[src/rtl/comp_pkg.sv]
// Shared types and helpers for the multi-word compare/subtract slice.
package comp_pkg;

  typedef enum logic [1:0] {
    IDLE = 2'd0,
    RUN  = 2'd1,
    DONE = 2'd2
  } state_t;

  localparam logic MODE_UNSIGNED = 1'b0;
  localparam logic MODE_SIGNED   = 1'b1;

  // Width of the word index register; never narrower than one bit.
  function automatic int idx_width(input int n);
    if (n <= 1) return 1;
    return $clog2(n);
  endfunction

endpackage

[src/rtl/multiword_comp_if.sv]
// Request/result bundle between a requester and the multi-word comparator.
interface multiword_comp_if #(
  parameter int DATA_WIDTH = 8,
  parameter int NUM_WORDS  = 4
);
  localparam int W = DATA_WIDTH * NUM_WORDS;

  logic         start;
  logic         mode_signed;
  logic [W-1:0] a;
  logic [W-1:0] b;
  logic         borrow_in;
  logic         ready;
  logic         done;
  logic [W-1:0] diff;
  logic         borrow_out;
  logic         lt;
  logic         eq;
  logic         gt;

  modport master (
    output start, mode_signed, a, b, borrow_in,
    input  ready, done, diff, borrow_out, lt, eq, gt
  );

  modport slave (
    input  start, mode_signed, a, b, borrow_in,
    output ready, done, diff, borrow_out, lt, eq, gt
  );

endinterface

[src/rtl/word_sub.sv]
// One-word subtractor with borrow chaining and signed-overflow detection.
module word_sub #(
  parameter int DATA_WIDTH = 8
) (
  input  logic [DATA_WIDTH-1:0] a_w,
  input  logic [DATA_WIDTH-1:0] b_w,
  input  logic                  borrow_in,
  output logic [DATA_WIDTH-1:0] d_w,
  output logic                  borrow_out,
  output logic                  ovf
);

  logic [DATA_WIDTH:0] full;
  logic                msb_borrow_in;

  // Subtract with one extra bit; overflow is the borrow into the MSB
  // differing from the borrow out of it.
  always_comb begin
    full          = {1'b0, a_w} - {1'b0, b_w} - {{DATA_WIDTH{1'b0}}, borrow_in};
    msb_borrow_in = full[DATA_WIDTH-1] ^ a_w[DATA_WIDTH-1] ^ b_w[DATA_WIDTH-1];
    d_w           = full[DATA_WIDTH-1:0];
    borrow_out    = full[DATA_WIDTH];
    ovf           = msb_borrow_in ^ full[DATA_WIDTH];
  end

endmodule

[src/rtl/multiword_comp.sv]
// Sequential wide compare: A - B - borrow_in, one word per clock, LSW first.
module multiword_comp
  import comp_pkg::*;
#(
  parameter int DATA_WIDTH = 8,
  parameter int NUM_WORDS  = 4,
  parameter bit SIGNED_EN  = 1'b1
) (
  input logic             clk,
  input logic             rst_n,
  multiword_comp_if.slave bus
);

  localparam int W     = DATA_WIDTH * NUM_WORDS;
  localparam int IDX_W = idx_width(NUM_WORDS);
  localparam logic [IDX_W-1:0] LAST_IDX = IDX_W'(NUM_WORDS - 1);

  state_t           state_q, state_d;
  logic [IDX_W-1:0] idx_q, idx_d;
  logic [W-1:0]     a_q, a_d;
  logic [W-1:0]     b_q, b_d;
  logic [W-1:0]     diff_q, diff_d;
  logic             chain_q, chain_d;
  logic             mode_q, mode_d;
  logic             zero_q, zero_d;
  logic             bout_q, bout_d;
  logic             lt_q, lt_d;
  logic             eq_q, eq_d;
  logic             gt_q, gt_d;

  logic [DATA_WIDTH-1:0] a_word, b_word, d_word;
  logic                  word_bout, word_ovf;

  // Select the operand words for the current index.
  always_comb begin
    a_word = a_q[idx_q*DATA_WIDTH +: DATA_WIDTH];
    b_word = b_q[idx_q*DATA_WIDTH +: DATA_WIDTH];
  end

  word_sub #(.DATA_WIDTH(DATA_WIDTH)) u_word_sub (
    .a_w       (a_word),
    .b_w       (b_word),
    .borrow_in (chain_q),
    .d_w       (d_word),
    .borrow_out(word_bout),
    .ovf       (word_ovf)
  );

  // Next-state, operand latching and per-word result accumulation.
  always_comb begin
    state_d = state_q;
    idx_d   = idx_q;
    a_d     = a_q;
    b_d     = b_q;
    diff_d  = diff_q;
    chain_d = chain_q;
    mode_d  = mode_q;
    zero_d  = zero_q;
    bout_d  = bout_q;
    lt_d    = lt_q;
    eq_d    = eq_q;
    gt_d    = gt_q;
    case (state_q)
      IDLE, DONE: begin
        if (bus.start) begin
          state_d = RUN;
          idx_d   = '0;
          a_d     = bus.a;
          b_d     = bus.b;
          chain_d = bus.borrow_in;
          mode_d  = SIGNED_EN ? bus.mode_signed : MODE_UNSIGNED;
          zero_d  = 1'b1;
          bout_d  = 1'b0;
          lt_d    = 1'b0;
          eq_d    = 1'b0;
          gt_d    = 1'b0;
        end else if (state_q == DONE) begin
          state_d = IDLE;
        end
      end
      RUN: begin
        diff_d[idx_q*DATA_WIDTH +: DATA_WIDTH] = d_word;
        chain_d = word_bout;
        zero_d  = zero_q & (d_word == '0);
        idx_d   = idx_q + IDX_W'(1);
        if (idx_q == LAST_IDX) begin
          state_d = DONE;
          bout_d  = word_bout;
          eq_d    = zero_d & ~word_bout;
          lt_d    = (mode_q == MODE_SIGNED) ? (d_word[DATA_WIDTH-1] ^ word_ovf) : word_bout;
          gt_d    = ~lt_d & ~eq_d;
        end
      end
      default: state_d = IDLE;
    endcase
  end

  // State and result registers; reset abandons any operation in flight.
  always_ff @(posedge clk or negedge rst_n) begin
    if (!rst_n) begin
      state_q <= IDLE;
      idx_q   <= '0;
      a_q     <= '0;
      b_q     <= '0;
      diff_q  <= '0;
      chain_q <= 1'b0;
      mode_q  <= MODE_UNSIGNED;
      zero_q  <= 1'b0;
      bout_q  <= 1'b0;
      lt_q    <= 1'b0;
      eq_q    <= 1'b0;
      gt_q    <= 1'b0;
    end else begin
      state_q <= state_d;
      idx_q   <= idx_d;
      a_q     <= a_d;
      b_q     <= b_d;
      diff_q  <= diff_d;
      chain_q <= chain_d;
      mode_q  <= mode_d;
      zero_q  <= zero_d;
      bout_q  <= bout_d;
      lt_q    <= lt_d;
      eq_q    <= eq_d;
      gt_q    <= gt_d;
    end
  end

  assign bus.ready      = (state_q == IDLE) || (state_q == DONE);
  assign bus.done       = (state_q == DONE);
  assign bus.diff       = diff_q;
  assign bus.borrow_out = bout_q;
  assign bus.lt         = lt_q;
  assign bus.eq         = eq_q;
  assign bus.gt         = gt_q;

endmodule

[src/flat_wrapper.sv]
// flat-port wrapper written by rule: the top's interface ports become plain ports
module multiword_comp_flat import comp_pkg::*;
#(
  parameter int DATA_WIDTH = 8,
  parameter int NUM_WORDS  = 4,
  parameter bit SIGNED_EN  = 1'b1
)
  (clk, rst_n, bus_start, bus_mode_signed, bus_a, bus_b, bus_borrow_in, bus_ready, bus_done, bus_diff, bus_borrow_out, bus_lt, bus_eq, bus_gt);
  multiword_comp_if #(.DATA_WIDTH(DATA_WIDTH), .NUM_WORDS(NUM_WORDS)) bus_i ();
  input logic clk;
  input logic rst_n;
  input wire logic [$bits(bus_i.start)-1:0] bus_start;
  input wire logic [$bits(bus_i.mode_signed)-1:0] bus_mode_signed;
  input wire logic [$bits(bus_i.a)-1:0] bus_a;
  input wire logic [$bits(bus_i.b)-1:0] bus_b;
  input wire logic [$bits(bus_i.borrow_in)-1:0] bus_borrow_in;
  output wire logic [$bits(bus_i.ready)-1:0] bus_ready;
  output wire logic [$bits(bus_i.done)-1:0] bus_done;
  output wire logic [$bits(bus_i.diff)-1:0] bus_diff;
  output wire logic [$bits(bus_i.borrow_out)-1:0] bus_borrow_out;
  output wire logic [$bits(bus_i.lt)-1:0] bus_lt;
  output wire logic [$bits(bus_i.eq)-1:0] bus_eq;
  output wire logic [$bits(bus_i.gt)-1:0] bus_gt;
  assign bus_i.start = bus_start;
  assign bus_i.mode_signed = bus_mode_signed;
  assign bus_i.a = bus_a;
  assign bus_i.b = bus_b;
  assign bus_i.borrow_in = bus_borrow_in;
  assign bus_ready = bus_i.ready;
  assign bus_done = bus_i.done;
  assign bus_diff = bus_i.diff;
  assign bus_borrow_out = bus_i.borrow_out;
  assign bus_lt = bus_i.lt;
  assign bus_eq = bus_i.eq;
  assign bus_gt = bus_i.gt;
  multiword_comp #(.DATA_WIDTH(DATA_WIDTH), .NUM_WORDS(NUM_WORDS), .SIGNED_EN(SIGNED_EN)) u_core (.clk(clk), .rst_n(rst_n), .bus(bus_i));
endmodule
[config.mk]
export PLATFORM = sky130hd
export DESIGN_NAME = multiword_comp_flat
export DESIGN_NICKNAME = d
export VERILOG_FILES = /design/src/rtl/comp_pkg.sv /design/src/rtl/multiword_comp_if.sv /design/src/rtl/word_sub.sv /design/src/rtl/multiword_comp.sv /design/src/flat_wrapper.sv
export SDC_FILE = /design/constraint.sdc
export NUM_CORES = 1
export LEC_CHECK = 0
export BUFFER_PORTS_ARGS = -buffer_cell sky130_fd_sc_hd__clkbuf_2
export CORE_ASPECT_RATIO = 1.4
export CORE_MARGIN = 2
export CORE_UTILIZATION = 50
export CTS_CLUSTER_DIAMETER = 120
export DETAILED_ROUTE_END_ITERATION = 10
export PLACE_DENSITY = 0.86
export SLEW_MARGIN = 20
export SYNTH_ARGS = -nofsm -noshare
export SYNTH_HDL_FRONTEND = slang
export SYNTH_SLANG_ARGS = --single-unit
[constraint.sdc]
create_clock -name clk -period 5.4 [get_ports clk]
set_input_delay 1.08 -clock clk [delete_from_list [all_inputs] [get_ports clk]]
set_output_delay 1.08 -clock clk [all_outputs]
set_load 0.05 [all_outputs]
* Yosys cells after proc, flatten, opt, wreduce, memory -nomap -nowiden *
Index checks and enable logic that the tools add are counted.
W data, S select, Z words.

storage, ports and cells
  logic and storage cells = 66
  register bits = 107

cells by class
  equal/unequal tests = 6
  shift operators = 4
  reduce and logical (&&, ||, !) cells = 9
  bitwise operators = 10
  mux-type cells = 21
  add/subtract/negate cells = 4

operator list
  cell                       count
  $shiftx A32 B6 Y8          2
  $neg A5 Y34                1
  $shift A8 B34 Y32 const A  1
  $shiftx A8 B34 Y32         1
  $bwmux W32                 1
  $pmux W1 S2                6
  $sub A8 B8 Y9              1
  $sub A9 B1 Y9              1
  $logic_not A8 Y1           1
  $mux W1                    8
  $mux W2                    4
  $pmux W2 S2                2
  $reduce_and A2 Y1          3
  $eq A2 B2 Y1 const B       2
  $xor A1 B1 Y1              4
  $and A1 B1 Y1              3
  $ne A3 B3 Y1 const B       1
  $not A1 Y1                 3
  $reduce_and A3 Y1          1
  $add A2 B1 Y2 const B      1
  $eq A2 B1 Y1 const B       1
  $logic_not A2 Y1           1
  $ne A2 B1 Y1 const B       1
  $ne A2 B2 Y1 const B       1
  other kinds (3)            3

* Longest topological paths before layout *
  depth in word-level cells = 12
  gate-level depth with buffers = 14

* Cells and area by module *
From an unflattened synthesis, not the netlist that was laid out.

second synthesis, totals
  cell total of the unflattened synthesis = 496
  area, all modules = 5149.9 um^2

by module, submodules not included
  module          seq. area each (um^2)  times used  area an instance (um^2)  cells each
  multiword_comp  2677.6                 1           4601.9                   427
  word_sub        0.0                    1           548.0                    69

* Least setup slack after synthesis *
Ideal clock, no wire load.

  path type = reg2reg
  start point = register u_core.idx_q[0]
  end point = register u_core.zero_q
  library setup time = 77 ps
  slack = 1262 ps
  buffers on the path = 3
  data required time = 5323 ps
  stages on the path, launching flop included = 12
  arrival = 4061 ps
  path through = dfrtp_1 -> buf_4 -> buf_2 -> buf_2 -> mux4_2 -> fa_1 -> fa_1 -> xor2_1 -> or4b_2 -> a2111oi_4 -> or3b_1 -> a21oi_1

between the ends
  longest elaborated chain between the ends = 6
  elaborated cells on any way between the ends = 7
  those cells by class = add/sub (2); shift (2); mux (1); bitwise (1); reduce/logical (1)

ends and longest elaborated chain
  element                               RTL line                                    text
  start, declared                       multiword_comp.sv:19                        logic [IDX_W-1:0] idx_q, idx_d;
  start signal, assigned                multiword_comp.sv:115                       idx_q <= idx_d;
  $shiftx A32 B6 Y8 (on tied branches)  multiword_comp.sv:36, multiword_comp.sv:37
  $sub A8 B8 Y9 *                       word_sub.sv:19                              full = {1'b0, a_w} - {1'b0, b_w} - {{DATA_WIDTH{1'b0}}, borrow_in};
  $sub A9 B1 Y9 *                       word_sub.sv:19
  $logic_not A8 Y1 *                    multiword_comp.sv:84                        zero_d = zero_q & (d_word == '0);
  $and A1 B1 Y1 *                       multiword_comp.sv:84
  $pmux W1 S2 *                         multiword_comp.sv:63                        case (state_q)
  end signal, assigned                  multiword_comp.sv:121                       zero_q <= zero_d;
  end, declared                         multiword_comp.sv:25                        logic zero_q, zero_d;

Mark *: on every way between the ends. The rest lies on a longest branch, timed or not.
A chain may end at the register's enable or synchronous reset.

* Worst setup path after layout *
  start point = register u_core.idx_q[0]
  end point = register u_core.eq_q, in the netlist u_core.bus.eq

between the ends
  longest elaborated chain between the ends = 8
  elaborated cells on any way between the ends = 13
  those cells by class = add/sub (2); eq/ne (2); shift (2); mux (2); bitwise (3); reduce/logical (2)

ends and longest elaborated chain
  element                               RTL line                                    text
  $shiftx A32 B6 Y8 (on tied branches)  multiword_comp.sv:36, multiword_comp.sv:37
  $sub A8 B8 Y9                         word_sub.sv:19
  $sub A9 B1 Y9                         word_sub.sv:19
  $logic_not A8 Y1                      multiword_comp.sv:84
  $and A1 B1 Y1                         multiword_comp.sv:84
  $and A1 B1 Y1                         multiword_comp.sv:89                        eq_d = zero_d & ~word_bout;
  $mux W1                               multiword_comp.sv:86                        if (idx_q == LAST_IDX) begin
  $pmux W1 S2                           multiword_comp.sv:63
  end signal, assigned                  multiword_comp.sv:124                       eq_q <= eq_d;
  end, declared                         multiword_comp.sv:28                        logic eq_q, eq_d;

Several ways; a longest one is shown, not always the timed one. The select of a mux whose other input is x is not followed.

==> results.cfg <==
[worst_setup_path]
worstReg2RegEnd = u_core.bus.eq$_DFFE_PN0P_
timing.critical_path.arrival_ps = 4500
r2r-start = u_core.idx_q[0]$_DFFE_PN0P_
ff2ff_path_depth = 9
rrSetupSlack_ps = 1190
worst_setup_path_end_kind = register
path_max_fanout = 11
path_class = register to register
timing.critical_path.required_ps = 5690
launching_element_type_of_the_critical_path = register

[place]
gp_congestion = 0.866
hpwlAfterDp_um = 8580
io_buffer_count = 106

[global_route]
antenna_violations_before_repair = 0
grt_max_degree = 71
track_usage_pct = 22.8
grt_pass1_wl_um = 19300
grt-ovfl-total = 0
grt_pass1_vias = 4140
grt_busiest_layer = met2
global_route.usage.met3_pct = 3.38
groute.layer.met2.usage_pct = 38.0
use_met1_pct = 27.9

[die]
fp.dieH_um = 124
io_pins = 107
initial_utilization_pct = 51.5
placeableCoreArea_mm2 = 0.00995
die_area_mm2 = 0.0111
core.rowCount = 43
dieWidth_um = 89.6

[sta]
maxClockFrequency_mhz = 238
rsz0062_at_grt = no
report.final.setup_viol = 0
timing_worst_slew_pin_value_ps = 865
drv_slew = 0
final.setup.tns_ps = 0
period_needed_ps = 4210
hold_violations = 0
max-slew-margin-rel_pct = 42.2
post-route-period-util_pct = 77.9
clock_skew_ps = 5.26

[synth]
synthesis.instances = 499
yosys.area_share.simple_pct = 19.5
yosys_most_used_dff = sky130_fd_sc_hd__dfrtp_1
yosys.area_share.xor_xnor_pct = 1.71
post-synth-top-area-fraction_pct = 52.2
netlist_top_cells_area = sky130_fd_sc_hd__dfrtp_1 (52%), sky130_fd_sc_hd__nand2_1 (15%), sky130_fd_sc_hd__mux4_2 (7.0%)
netlist_area_mm2 = 0.00513
number_of_flops_mapped_to_enable_cells_by_yosys = 0
yosys.area_share.adder_pct = 5.17
post-synth-top-count-cell = sky130_fd_sc_hd__nand2_1
flip_flop_and_latch_count_after_synthesis = 107
yosys_warnings = 0
avgSynthCellArea_um2 = 10.3
synth_nets = 588
synth_top_family_by_area = simple AND/OR/NAND/NOR gates
synth_compound_gate_area_share_pct = 10.0
top_cell_types_by_occurrence_after_synthesis = sky130_fd_sc_hd__nand2_1 (207), sky130_fd_sc_hd__dfrtp_1 (107), sky130_fd_sc_hd__a22o_1 (29)
synthMuxAreaShare_pct = 7.95
synth_cell_type_count = 44
synth.yosys.seq_area_share_pct = 52.2
ys_async_sr_fraction_pct = 100
yosysTopAreaCell = sky130_fd_sc_hd__dfrtp_1

[cts]
clkLatencyLatePin_ps = 350
cts-hold-fix-buffers = 0
root_buffer = sky130_fd_sc_hd__clkbuf_16
tritoncts.num_buffers = 9
ctsHtreeMaxLevel = 3
post-cts-setup-buffers = 0
cts_buffer_depth = 2
cts-resized-gates = 0
cts.sink_count = 107
tritoncts_clock_tree = done
cts.clk_slew.worst_paths_ps = 60

[routing]
drc = 0
drtAntennaViolNets = 0
wl_um = 11800
dr.pass1.iters = 6
vias_per_cell = 5.44
first_iter_violations = 310
vias = 4013
final_routed_wire_length_divided_by_cell_count_um = 16.0

[min_path]
worstHoldPathType = register to register
timing.hold.worst_endpoint = u_core.a_q[19]$_DFFE_PN0P_
hold_path_depth = 2
min-delay-start = u_core.a_q[19]$_DFFE_PN0P_

[flow_run]
drv_cap = 0

[finish]
antenna_cells = 0
layout.nets = 689
layout-drive-gt1-share_pct = 25.5
areaGrowthSynthToFinish_pct = 18.4

[status]
run_status = complete, no violations
-- sequential cells by signal, indices dropped and copies added, names as in the netlist --
register and cells:
u_core.idx_q 2, u_core.chain_q 1, u_core.bus.borrow_out 1, u_core.a_q 32
u_core.b_q 32, u_core.bus.diff 32, u_core.state_q 2, u_core.mode_q 1
u_core.bus.gt 1, u_core.bus.eq 1, u_core.bus.lt 1, u_core.zero_q 1
-- final cells by class --
| type | count | area, um^2 |
|---|---|---|
| clock inverter | 2 | 37.5 |
| sequential | 107 | 2680 |
| timing repair buffer | 110 | 563 |
| fill | 782 | 3880 |
| inverter | 24 | 90.1 |
| clock buffer | 12 | 246 |
| multi-input combinational | 348 | 2290 |
| tap | 135 | 169 |
-- metrics by stage --
stage          utilization (%)  cells  cell area [um^2]  worst slack (ps)  hold slack (ps)
2_1_floorplan                -    499              5130              1260              440
3_3_place_gp              58.1    724              5790              1420              453
3_5_place_dp              58.1    724              5790              1360              460
4_1_cts                   61.0    738              6070              1270              476
5_1_grt                   61.0    738              6070              1080              498
6_report                  61.0    738              6070              1190              474
-- routing by layer --
metal | vias up | share of wire (%)
li1 | 1877 | -
met1 | 1957 | 40
met2 | 148 | 52
met3 | 31 | 5.8
met4 | 0 | 2.8
met5 | - | 0
-- cell usage in the layout (no fill, tap or decap), drive strengths merged --
| cell | instances |
|---|---|
| nand2 | 207 |
| ha | 18 |
| or2 | 1 |
| nand3 | 2 |
| nor4 | 1 |
| a22oi | 1 |
| xnor2 | 2 |
| clkinvlp | 1 |
| nor4b | 5 |
| a31o | 2 |
| fa | 2 |
| o21ai | 5 |
| a22o | 29 |
| xor2 | 8 |
| a21o | 3 |
| nand2b | 3 |
| o2bb2ai | 1 |
| a32o | 4 |
| nor3 | 1 |
| a2111oi | 3 |
| nor2b | 4 |
| clkbuf | 117 |
| a21oi | 7 |
| inv | 24 |
| nor3b | 1 |
| nor2 | 8 |
| o221ai | 1 |
| dfrtp | 107 |
| buf | 5 |
| mux2i | 4 |
| a211oi | 1 |
| o31ai | 1 |
| mux4 | 16 |
| and3 | 2 |
| or4 | 1 |
| or3b | 1 |
| bufinv | 1 |
| or4b | 1 |
| o211ai | 2 |
-- kinds of logic (layout without fill, tap and decap cells) --
family / count (synthesis) / after routing
AO/OA/AOI/OAI: 60 / 60
XOR/XNOR: 10 / 10
adder cells (fa/ha/maj): 20 / 20
buffers and inverters: 44 / 148
flip-flops: 107 / 107
multiplexers: 20 / 20
AND/OR/NAND/NOR: 238 / 238
-- worst max path at each step --
| stage | start | end | slack (ps) | cells past startpoint |
|---|---|---|---|---|
| after global routing | u_core.idx_q[0]$_DFFE_PN0P_ | u_core.bus.eq$_DFFE_PN0P_ | 1080 | 9 |
| after global placement | u_core.idx_q[0]$_DFFE_PN0P_ | u_core.bus.eq$_DFFE_PN0P_ | 1420 | 9 |
| final | u_core.idx_q[0]$_DFFE_PN0P_ | u_core.bus.eq$_DFFE_PN0P_ | 1190 | 9 |
| after floorplan | u_core.idx_q[0]$_DFFE_PN0P_ | u_core.zero_q$_DFFE_PN0P_ | 1260 | 11 |
| after CTS | u_core.idx_q[0]$_DFFE_PN0P_ | u_core.bus.eq$_DFFE_PN0P_ | 1270 | 9 |
| after detailed placement | u_core.idx_q[0]$_DFFE_PN0P_ | u_core.bus.eq$_DFFE_PN0P_ | 1360 | 9 |
-- critical path, cell delays in order (launching register included) --
cell and delay (ps):
sky130_fd_sc_hd__dfrtp_1 740, sky130_fd_sc_hd__mux4_2 600, sky130_fd_sc_hd__fa_1 470, sky130_fd_sc_hd__fa_1 440
sky130_fd_sc_hd__nand2b_1 200, sky130_fd_sc_hd__a2111oi_1 680, sky130_fd_sc_hd__o211ai_1 220, sky130_fd_sc_hd__a31o_2 280
sky130_fd_sc_hd__nor4b_2 360, sky130_fd_sc_hd__a31o_2 160
Power is left out: the tool's default activity adds up to more than one toggle a clock period on the data nets, which glitch-free logic cannot reach.
